[config.mk]
export PLATFORM = sky130hd
export DESIGN_NAME = sr_ff_seq_ctrl_flat
export DESIGN_NICKNAME = d
export VERILOG_FILES = /design/src/rtl/sr_ff_seq_ctrl_if.sv /design/src/rtl/sr_ff_seq_ctrl.sv /design/src/flat_wrapper.sv
export SDC_FILE = /design/constraint.sdc
export NUM_CORES = 1
export LEC_CHECK = 0
export CELL_PAD_IN_SITES_DETAIL_PLACEMENT = 1
export CELL_PAD_IN_SITES_GLOBAL_PLACEMENT = 1
export CORE_ASPECT_RATIO = 0.5
export CORE_MARGIN = 2
export CORE_UTILIZATION = 30
export DETAILED_ROUTE_END_ITERATION = 12
export MAX_ROUTING_LAYER = met4
export PLACE_DENSITY = 0.65
export SETUP_SLACK_MARGIN = 0.5
export SLEW_MARGIN = 20
export SYNTH_ARGS = -nofsm -noshare
export SYNTH_HDL_FRONTEND = slang
export SYNTH_SLANG_ARGS = --single-unit
[constraint.sdc]
create_clock -name clk -period 3.2 [get_ports clk]
set_input_delay 0.64 -clock clk [delete_from_list [all_inputs] [get_ports clk]]
set_output_delay 0.64 -clock clk [all_outputs]
set_load 0.005 [all_outputs]
[src/rtl/sr_ff_seq_ctrl_if.sv]
// Control/observation bundle between the SR flip-flop sequencer and its environment.
// The slave side is the sequencer; the master side drives start and returns the flip-flop q.
interface sr_ff_seq_ctrl_if;
  logic       start;
  logic       q_in;
  logic [1:0] s;
  logic [1:0] r;
  logic       busy;
  logic       done;
  logic       pass;
  logic [2:0] step;
  logic [2:0] err_cnt;

  modport master (
    output start, q_in,
    input  s, r, busy, done, pass, step, err_cnt
  );

  modport slave (
    input  start, q_in,
    output s, r, busy, done, pass, step, err_cnt
  );
endinterface

[src/rtl/sr_ff_seq_ctrl.sv]
// Sequencer that exercises an external SR flip-flop through a fixed step table and counts q mismatches.
// Define SR_SEQ_INVALID_STEP_EN to append a fifth step with s=1,r=1 expecting reset-dominant q=0.
module sr_ff_seq_ctrl #(
  parameter int unsigned SETTLE = 1
) (
  input logic              clk,
  input logic              rst,
  sr_ff_seq_ctrl_if.slave  bus
);

`ifdef SR_SEQ_INVALID_STEP_EN
  localparam int unsigned NUM_STEPS = 5;
`else
  localparam int unsigned NUM_STEPS = 4;
`endif
  localparam logic [2:0] LAST_STEP = 3'(NUM_STEPS - 1);
  localparam logic [3:0] WAIT_LAST = 4'(SETTLE - 1);
  localparam logic [2:0] ERR_MAX   = 3'd7;

  typedef enum logic [2:0] {
    IDLE  = 3'd0,
    DRIVE = 3'd1,
    WAIT  = 3'd2,
    CHECK = 3'd3,
    DONE  = 3'd4
  } state_t;

  state_t     state, state_nxt;
  logic       s_q, s_nxt;
  logic       r_q, r_nxt;
  logic       busy_q, busy_nxt;
  logic       done_q, done_nxt;
  logic       pass_q, pass_nxt;
  logic [2:0] step_q, step_nxt;
  logic [2:0] err_q, err_nxt;
  logic [3:0] cnt_q, cnt_nxt;

  logic tbl_s, tbl_r, tbl_exp;

  // Step table: drive values and the q expected once they have settled.
  always_comb begin
    case (step_q)
      3'd0:    {tbl_s, tbl_r, tbl_exp} = 3'b010;
      3'd1:    {tbl_s, tbl_r, tbl_exp} = 3'b101;
      3'd2:    {tbl_s, tbl_r, tbl_exp} = 3'b001;
      3'd3:    {tbl_s, tbl_r, tbl_exp} = 3'b010;
`ifdef SR_SEQ_INVALID_STEP_EN
      3'd4:    {tbl_s, tbl_r, tbl_exp} = 3'b110;
`endif
      default: {tbl_s, tbl_r, tbl_exp} = 3'b000;
    endcase
  end

  always_comb begin
    // NOTE: every signal gets a default before the case so no path leaves it unassigned (no latches).
    state_nxt = state;
    s_nxt     = s_q;
    r_nxt     = r_q;
    busy_nxt  = busy_q;
    done_nxt  = 1'b0;
    pass_nxt  = pass_q;
    step_nxt  = step_q;
    err_nxt   = err_q;
    cnt_nxt   = cnt_q;

    case (state)
      IDLE: begin
        if (bus.start) begin
          state_nxt = DRIVE;
          step_nxt  = 3'd0;
          err_nxt   = 3'd0;
          busy_nxt  = 1'b1;
        end
      end
      DRIVE: begin
        s_nxt     = tbl_s;
        r_nxt     = tbl_r;
        cnt_nxt   = 4'd0;
        state_nxt = WAIT;
      end
      WAIT: begin
        if (cnt_q == WAIT_LAST) state_nxt = CHECK;
        else                    cnt_nxt   = cnt_q + 4'd1;
      end
      CHECK: begin
        if ((bus.q_in != tbl_exp) && (err_q != ERR_MAX)) err_nxt = err_q + 3'd1;
        if (step_q == LAST_STEP) begin
          // pass is loaded alongside done so both are valid in the same cycle.
          state_nxt = DONE;
          busy_nxt  = 1'b0;
          done_nxt  = 1'b1;
          pass_nxt  = (err_nxt == 3'd0);
        end else begin
          step_nxt  = step_q + 3'd1;
          state_nxt = DRIVE;
        end
      end
      DONE: begin
        state_nxt = IDLE;
        s_nxt     = 1'b0;
        r_nxt     = 1'b0;
      end
      default: state_nxt = IDLE;
    endcase
  end

  // NOTE: state is updated with non-blocking assignments and a synchronous reset that wins over start.
  always_ff @(posedge clk) begin
    if (rst) begin
      state  <= IDLE;
      s_q    <= 1'b0;
      r_q    <= 1'b0;
      busy_q <= 1'b0;
      done_q <= 1'b0;
      pass_q <= 1'b0;
      step_q <= 3'd0;
      err_q  <= 3'd0;
      cnt_q  <= 4'd0;
    end else begin
      state  <= state_nxt;
      s_q    <= s_nxt;
      r_q    <= r_nxt;
      busy_q <= busy_nxt;
      done_q <= done_nxt;
      pass_q <= pass_nxt;
      step_q <= step_nxt;
      err_q  <= err_nxt;
      cnt_q  <= cnt_nxt;
    end
  end

  assign bus.s       = {1'b0, s_q};
  assign bus.r       = {1'b0, r_q};
  assign bus.busy    = busy_q;
  assign bus.done    = done_q;
  assign bus.pass    = pass_q;
  assign bus.step    = step_q;
  assign bus.err_cnt = err_q;

endmodule

[src/flat_wrapper.sv]
// flat-port wrapper written by rule: the top's interface ports become plain ports
module sr_ff_seq_ctrl_flat 
#(
  parameter int unsigned SETTLE = 1
)
  (clk, rst, bus_start, bus_q_in, bus_s, bus_r, bus_busy, bus_done, bus_pass, bus_step, bus_err_cnt);
  sr_ff_seq_ctrl_if bus_i ();
  input logic clk;
  input logic rst;
  input wire logic [$bits(bus_i.start)-1:0] bus_start;
  input wire logic [$bits(bus_i.q_in)-1:0] bus_q_in;
  output wire logic [$bits(bus_i.s)-1:0] bus_s;
  output wire logic [$bits(bus_i.r)-1:0] bus_r;
  output wire logic [$bits(bus_i.busy)-1:0] bus_busy;
  output wire logic [$bits(bus_i.done)-1:0] bus_done;
  output wire logic [$bits(bus_i.pass)-1:0] bus_pass;
  output wire logic [$bits(bus_i.step)-1:0] bus_step;
  output wire logic [$bits(bus_i.err_cnt)-1:0] bus_err_cnt;
  assign bus_i.start = bus_start;
  assign bus_i.q_in = bus_q_in;
  assign bus_s = bus_i.s;
  assign bus_r = bus_i.r;
  assign bus_busy = bus_i.busy;
  assign bus_done = bus_i.done;
  assign bus_pass = bus_i.pass;
  assign bus_step = bus_i.step;
  assign bus_err_cnt = bus_i.err_cnt;
  sr_ff_seq_ctrl #(.SETTLE(SETTLE)) u_core (.clk(clk), .rst(rst), .bus(bus_i));
endmodule
---- Word level (Yosys, flattened, before mapping) ----
Index checks and enable logic that the tools add are counted.
W data, S select, Z words.
storage, ports and cells
  bits of input ports ..................... 4
  word-level logic and storage cells ...... 65
  output and inout bits ................... 13
  latch bits .............................. 0
  bits in registers ....................... 18
  memories kept ........................... 0
  bits in writable memories ............... 0
  bits in read-only memories .............. 0
cells by class
  bitwise logic cells ..................... 1
  add/subtract/negate cells ............... 3
  shift-type cells ........................ 0
  multiplexer cells ....................... 21
  multipliers ............................. 0
  equal/unequal tests ..................... 14
  divide/modulo/power cells ............... 0
  reduce and logical (&&, ||, !) cells .... 17
  magnitude comparators ................... 0
operator list
  kind                   count
  $mux W3                7
  $eq A3 B2 Y1 const B   4
  $pmux W3 S2            2
  $pmux W3 S4            1
  $logic_not A3 Y1       3
  $pmux W4 S2            1
  $reduce_and A2 Y1      4
  $add A3 B1 Y3 const B  2
  $eq A3 B1 Y1 const B   2
  $mux W1                6
  $ne A2 B2 Y1 const B   3
  $pmux W1 S2            3
  $reduce_and A3 Y1      2
  $reduce_bool A2 Y1     3
  $reduce_or A2 Y1       3
  $add A4 B1 Y4 const B  1
  $logic_not A4 Y1       1
  $mux W4                1
  $ne A2 B1 Y1 const B   2
  $eq A3 B3 Y1 const B   1
  $ne A3 B3 Y1 const B   1
  $logic_and A1 B1 Y1    1
  $ne A1 B1 Y1           1
  $not A1 Y1             1

---- Depth between registers and ports, before layout ----
  depth after elaboration ................. 8
  depth in mapped cells ................... 6
  depth with buffers taken out ............ 6

---- Worst setup path before layout ----
OpenSTA, ideal clock, no wires.
  kind .................................... flip-flop to flip-flop
  from .................................... register u_core.err_q[0] (netlist: u_core.bus.err_cnt[0])
  to ...................................... register u_core.pass_q (netlist: u_core.bus.pass)
  slack ................................... 1605 ps
  data arrival time ....................... 1476 ps
  setup time .............................. 120 ps
  path buffers ............................ 0
  required time ........................... 3080 ps
  clock period less this slack ............ 1595 ps
  cell stages (with the launch flop) ...... 7
  path through ............................ dfxtp_1 > ha_1 > ha_1 > and2b_1 > mux2i_4 > nor4b_4 > o31a_1
on the way
  longest elaborated chain between the ends .. 5
  elaborated cells on any way between the ends .. 6
  classes of those cells .................. 1 x add/sub; 1 x eq/ne; 2 x mux; 2 x reduce/logical
RTL lines
  element                                                                line                   source
  start, declared                                                        sr_ff_seq_ctrl.sv:35   logic [2:0] err_q, err_nxt;
  start signal, assigned                                                 sr_ff_seq_ctrl.sv:127  err_q <= err_nxt;
  parallel branches: the longest is 2 deep, another holds $add A3 B1 Y3  n/a
  $mux W3 *                                                              sr_ff_seq_ctrl.sv:86   if ((bus.q_in != tbl_exp) && (err_q != ERR_MAX)) err_nxt = err_q + 3'd1;
  $mux W3 *                                                              sr_ff_seq_ctrl.sv:66   case (state)
  $logic_not A3 Y1 *                                                     sr_ff_seq_ctrl.sv:92   pass_nxt = (err_nxt == 3'd0);
  end signal, assigned                                                   sr_ff_seq_ctrl.sv:125  pass_q <= pass_nxt;
  end, declared                                                          sr_ff_seq_ctrl.sv:33   logic pass_q, pass_nxt;
Every way passes the cells marked *. The select of a mux whose other input is x is not followed.
A chain may end at the register's enable or synchronous reset.

---- Worst setup path after layout ----
  from .................................... register u_core.err_q[0] (netlist: u_core.bus.err_cnt[0])
  to ...................................... output port bus_err_cnt[0]
RTL lines
  element        line                source
  end, declared  flat_wrapper.sv:18  output wire logic [$bits(bus_i.err_cnt)-1:0] bus_err_cnt;
No word-level cell between the ends.

==> impl_metrics.tcl <==
set metrics [dict create \
    ys_types 41 \
    cts-root-buf "clkbuf_8" \
    synthTopCellsByArea "dfxtp_1 33%, ha_1 10%, buf_4 4.1%, nor2_1 3.8%, a21oi_1 3.7%" \
    synth_edf_count 0 \
    synth_cells 124 \
    finClkSkew_ns 0.00134 \
    die_x_um 89.2 \
    clock.fmax_ghz 0.521 \
    ios 17 \
    crit_path_start_kind "flip-flop" \
    multi_input_area_sq_um 637 \
    finalCritPeriodShare_pct 60.0 \
    critPathRequiredTime_ns 2.56 \
    relSlewSlack_pct 55.1 \
    async_reset_ff_share_pct 0 \
    initial_core_util_pct 31.6 \
    period_needed_ns 1.92 \
    ys.flop_type "dfxtp_1" \
    finalHoldViolCount 0 \
    dp_slack_ns 1.08 \
    wl_per_cell_um 11.7 \
    worst-path-buf-inv 1 \
    final_cell_mix "18 x dfxtp_1, 14 x clkdlybuf4s50_1, 11 x nor2_1, 10 x inv_1, 10 x nand2_1" \
    antenna_found_initial 0 \
    p_leak_nw 0.492 \
    via_count 880 \
    critPathMaxStageDelay_ns 0.56 \
    post_cts_buffers 0 \
    design.core.area_sq_um 3450 \
    track_usage_pct 12.0 \
    fin_tns_setup_ns 0 \
    io_buffers 14 \
    htreeDepth 1 \
    syn_avg_cell_area_sq_um 8.79 \
    timing.hold.ws_ns 0.459 \
    area_delta_synth_final_pct 18.7 \
    maxCapViolations 0 \
    crit_path_end_kind "output port" \
    place.gp.congestion 0.691 \
    register_area_sq_um 360 \
    ir_drop_v 0.000163 \
    hold_buffers 0 \
    grt_max_degree 20 \
    drive_above_1_share_pct 8.96 \
    globalRouteOverflowTotal 0 \
    cts_resized 0 \
    path_cells "clkdlybuf4s50_1" \
    synth_top_area_share_pct 33.1 \
    fill_cells 416 \
    num_antenna_cells 0 \
    drt-initial-drc-count 18 \
    rrSetupSlack_ns 1.48 \
    die_h_um 46.6 \
    yosysSeqAreaShare_pct 33.1 \
    layout.nets 148 \
    critPathSlowestCell "clkdlybuf4s50_1" \
    final_antenna_net_count 0 \
    synth_warnings 0 \
    ys_ff_latch 18 \
    worstMarginPinSlew_ns 0.671 \
    first_pass_iters 4 \
    first_global_vias 816 \
    worstHoldPathCells 2 \
    rsz0062_at_grt "no" \
    crit_path_max_fanout 6 \
    rows 15 \
    final_common_cell "dfxtp_1" \
    path_clk_slew_ns 0.07 \
    setup_viol 0 \
    worst_r2r_path_depth 6 \
    die_area_sq_um 4160 \
    power_density_nw_per_um2 455 \
    drv_slew 0 \
    clkLatencyLatePin_ns 0.25 \
    clock_sinks 18 \
    worst_slack_ns 1.28 \
    cts_tree "built" \
    dp_hpwl_mm 1.59 \
    vias_per_cell 4.76 \
    drc 0 \
    status "complete, no violations" \
    crit_type "flip-flop to output port" \
    wirelength_mm 2.17 \
    grt_first_pass_wirelength_mm 3.68 \
    syn-cell-area_sq_um 1090 \
    hp-class "flip-flop to flip-flop" \
    cts_buffers 3 \
    clockBufferDepth 2 \
    crit_cells 1 \
    synth_area_leader_cell "dfxtp_1" \
    cp_top_family "buffers and inverters" \
    critPathArrivalTime_ns 1.28 \
]
report_power, final:
group	switching (W)	leakage [nW]	internal [W]	total (W)
Sequential	0.0000366	0.146	0.000240	0.000277
Combinational	0.0000656	0.317	0.0000638	0.000129
Clock	0.0000733	0.0288	0.000109	0.000182
stage by stage:
| stage | power, W | utilization, % | cell area (sq um) | cells |
|---|---|---|---|---|
| 3_5_place_dp | 0.000412 | 35.9 | 1240 | 181 |
| 4_1_cts | 0.000597 | 37.5 | 1290 | 185 |
| 2_1_floorplan | 0.000380 | - | 1090 | 125 |
| 3_3_place_gp | 0.000410 | 35.9 | 1240 | 181 |
| 6_report | 0.000589 | 37.5 | 1290 | 185 |
| 5_1_grt | 0.000625 | 37.5 | 1290 | 185 |
layout make-up:
class	count	area share, %
Inverter	10	2.90
Tap cell	51	4.93
Sequential cell	18	27.9
Timing Repair Buffer	14	10.8
Multi-Input combinational cell	88	49.2
Clock buffer	4	4.26
cells in the mapped netlist, types with 2 or more instances:
cell       number
o21a_1          2
inv_1          10
nor3_1          4
buf_2           2
nor4_1          2
a21oi_1         8
nand3_1         4
mux2_2          2
nand2b_1        2
o2111ai_1       3
ha_1            9
o21ai_0         3
o41ai_1         3
dfxtp_1        18
nor2_1         11
nor2b_1         2
nand2_1        10
buf_4           6
final timing paths:
kind	start	to
max	u_core.bus.err_cnt[0]	bus_err_cnt[0]
min	u_core.bus.busy	u_core.bus.busy
max reg2reg	u_core.bus.err_cnt[0]	u_core.bus.pass
min reg2reg	u_core.bus.busy	u_core.bus.busy
state kept, by name (all words and copies together) (netlist names):
signal	count
u_core.bus.done	1
u_core.bus.step	3
u_core.cnt_q	4
u_core.bus.busy	1
u_core.bus.pass	1
u_core.bus.err_cnt	3
u_core.r_q	1
u_core.s_q	1
u_core.state	3
metal layers:
metal | share of wire (%) | wire [um] | GRT usage, %
met4 | 0.79 | 17 | 1.79
met1 | 53 | 1140 | 15.7
met2 | 45 | 967 | 19.1
met5 | 0 | 0 | -
met3 | 1.9 | 41 | 3.23
kinds of logic (layout without fill, tap and decap cells):
family          after synthesis  count (layout)  synth area share [%]
xor+xnor                      1               1                 0.804
flops                        18              18                  33.1
other cells                   1               2                 0.344
mux                           4               4                  5.05
fa+ha+maj                     9               9                  10.3
compound gates               27              27                  18.0
buf+inv                      19              28                  8.84
simple gates                 45              45                  23.5
Power figures use the tool's default switching activity.
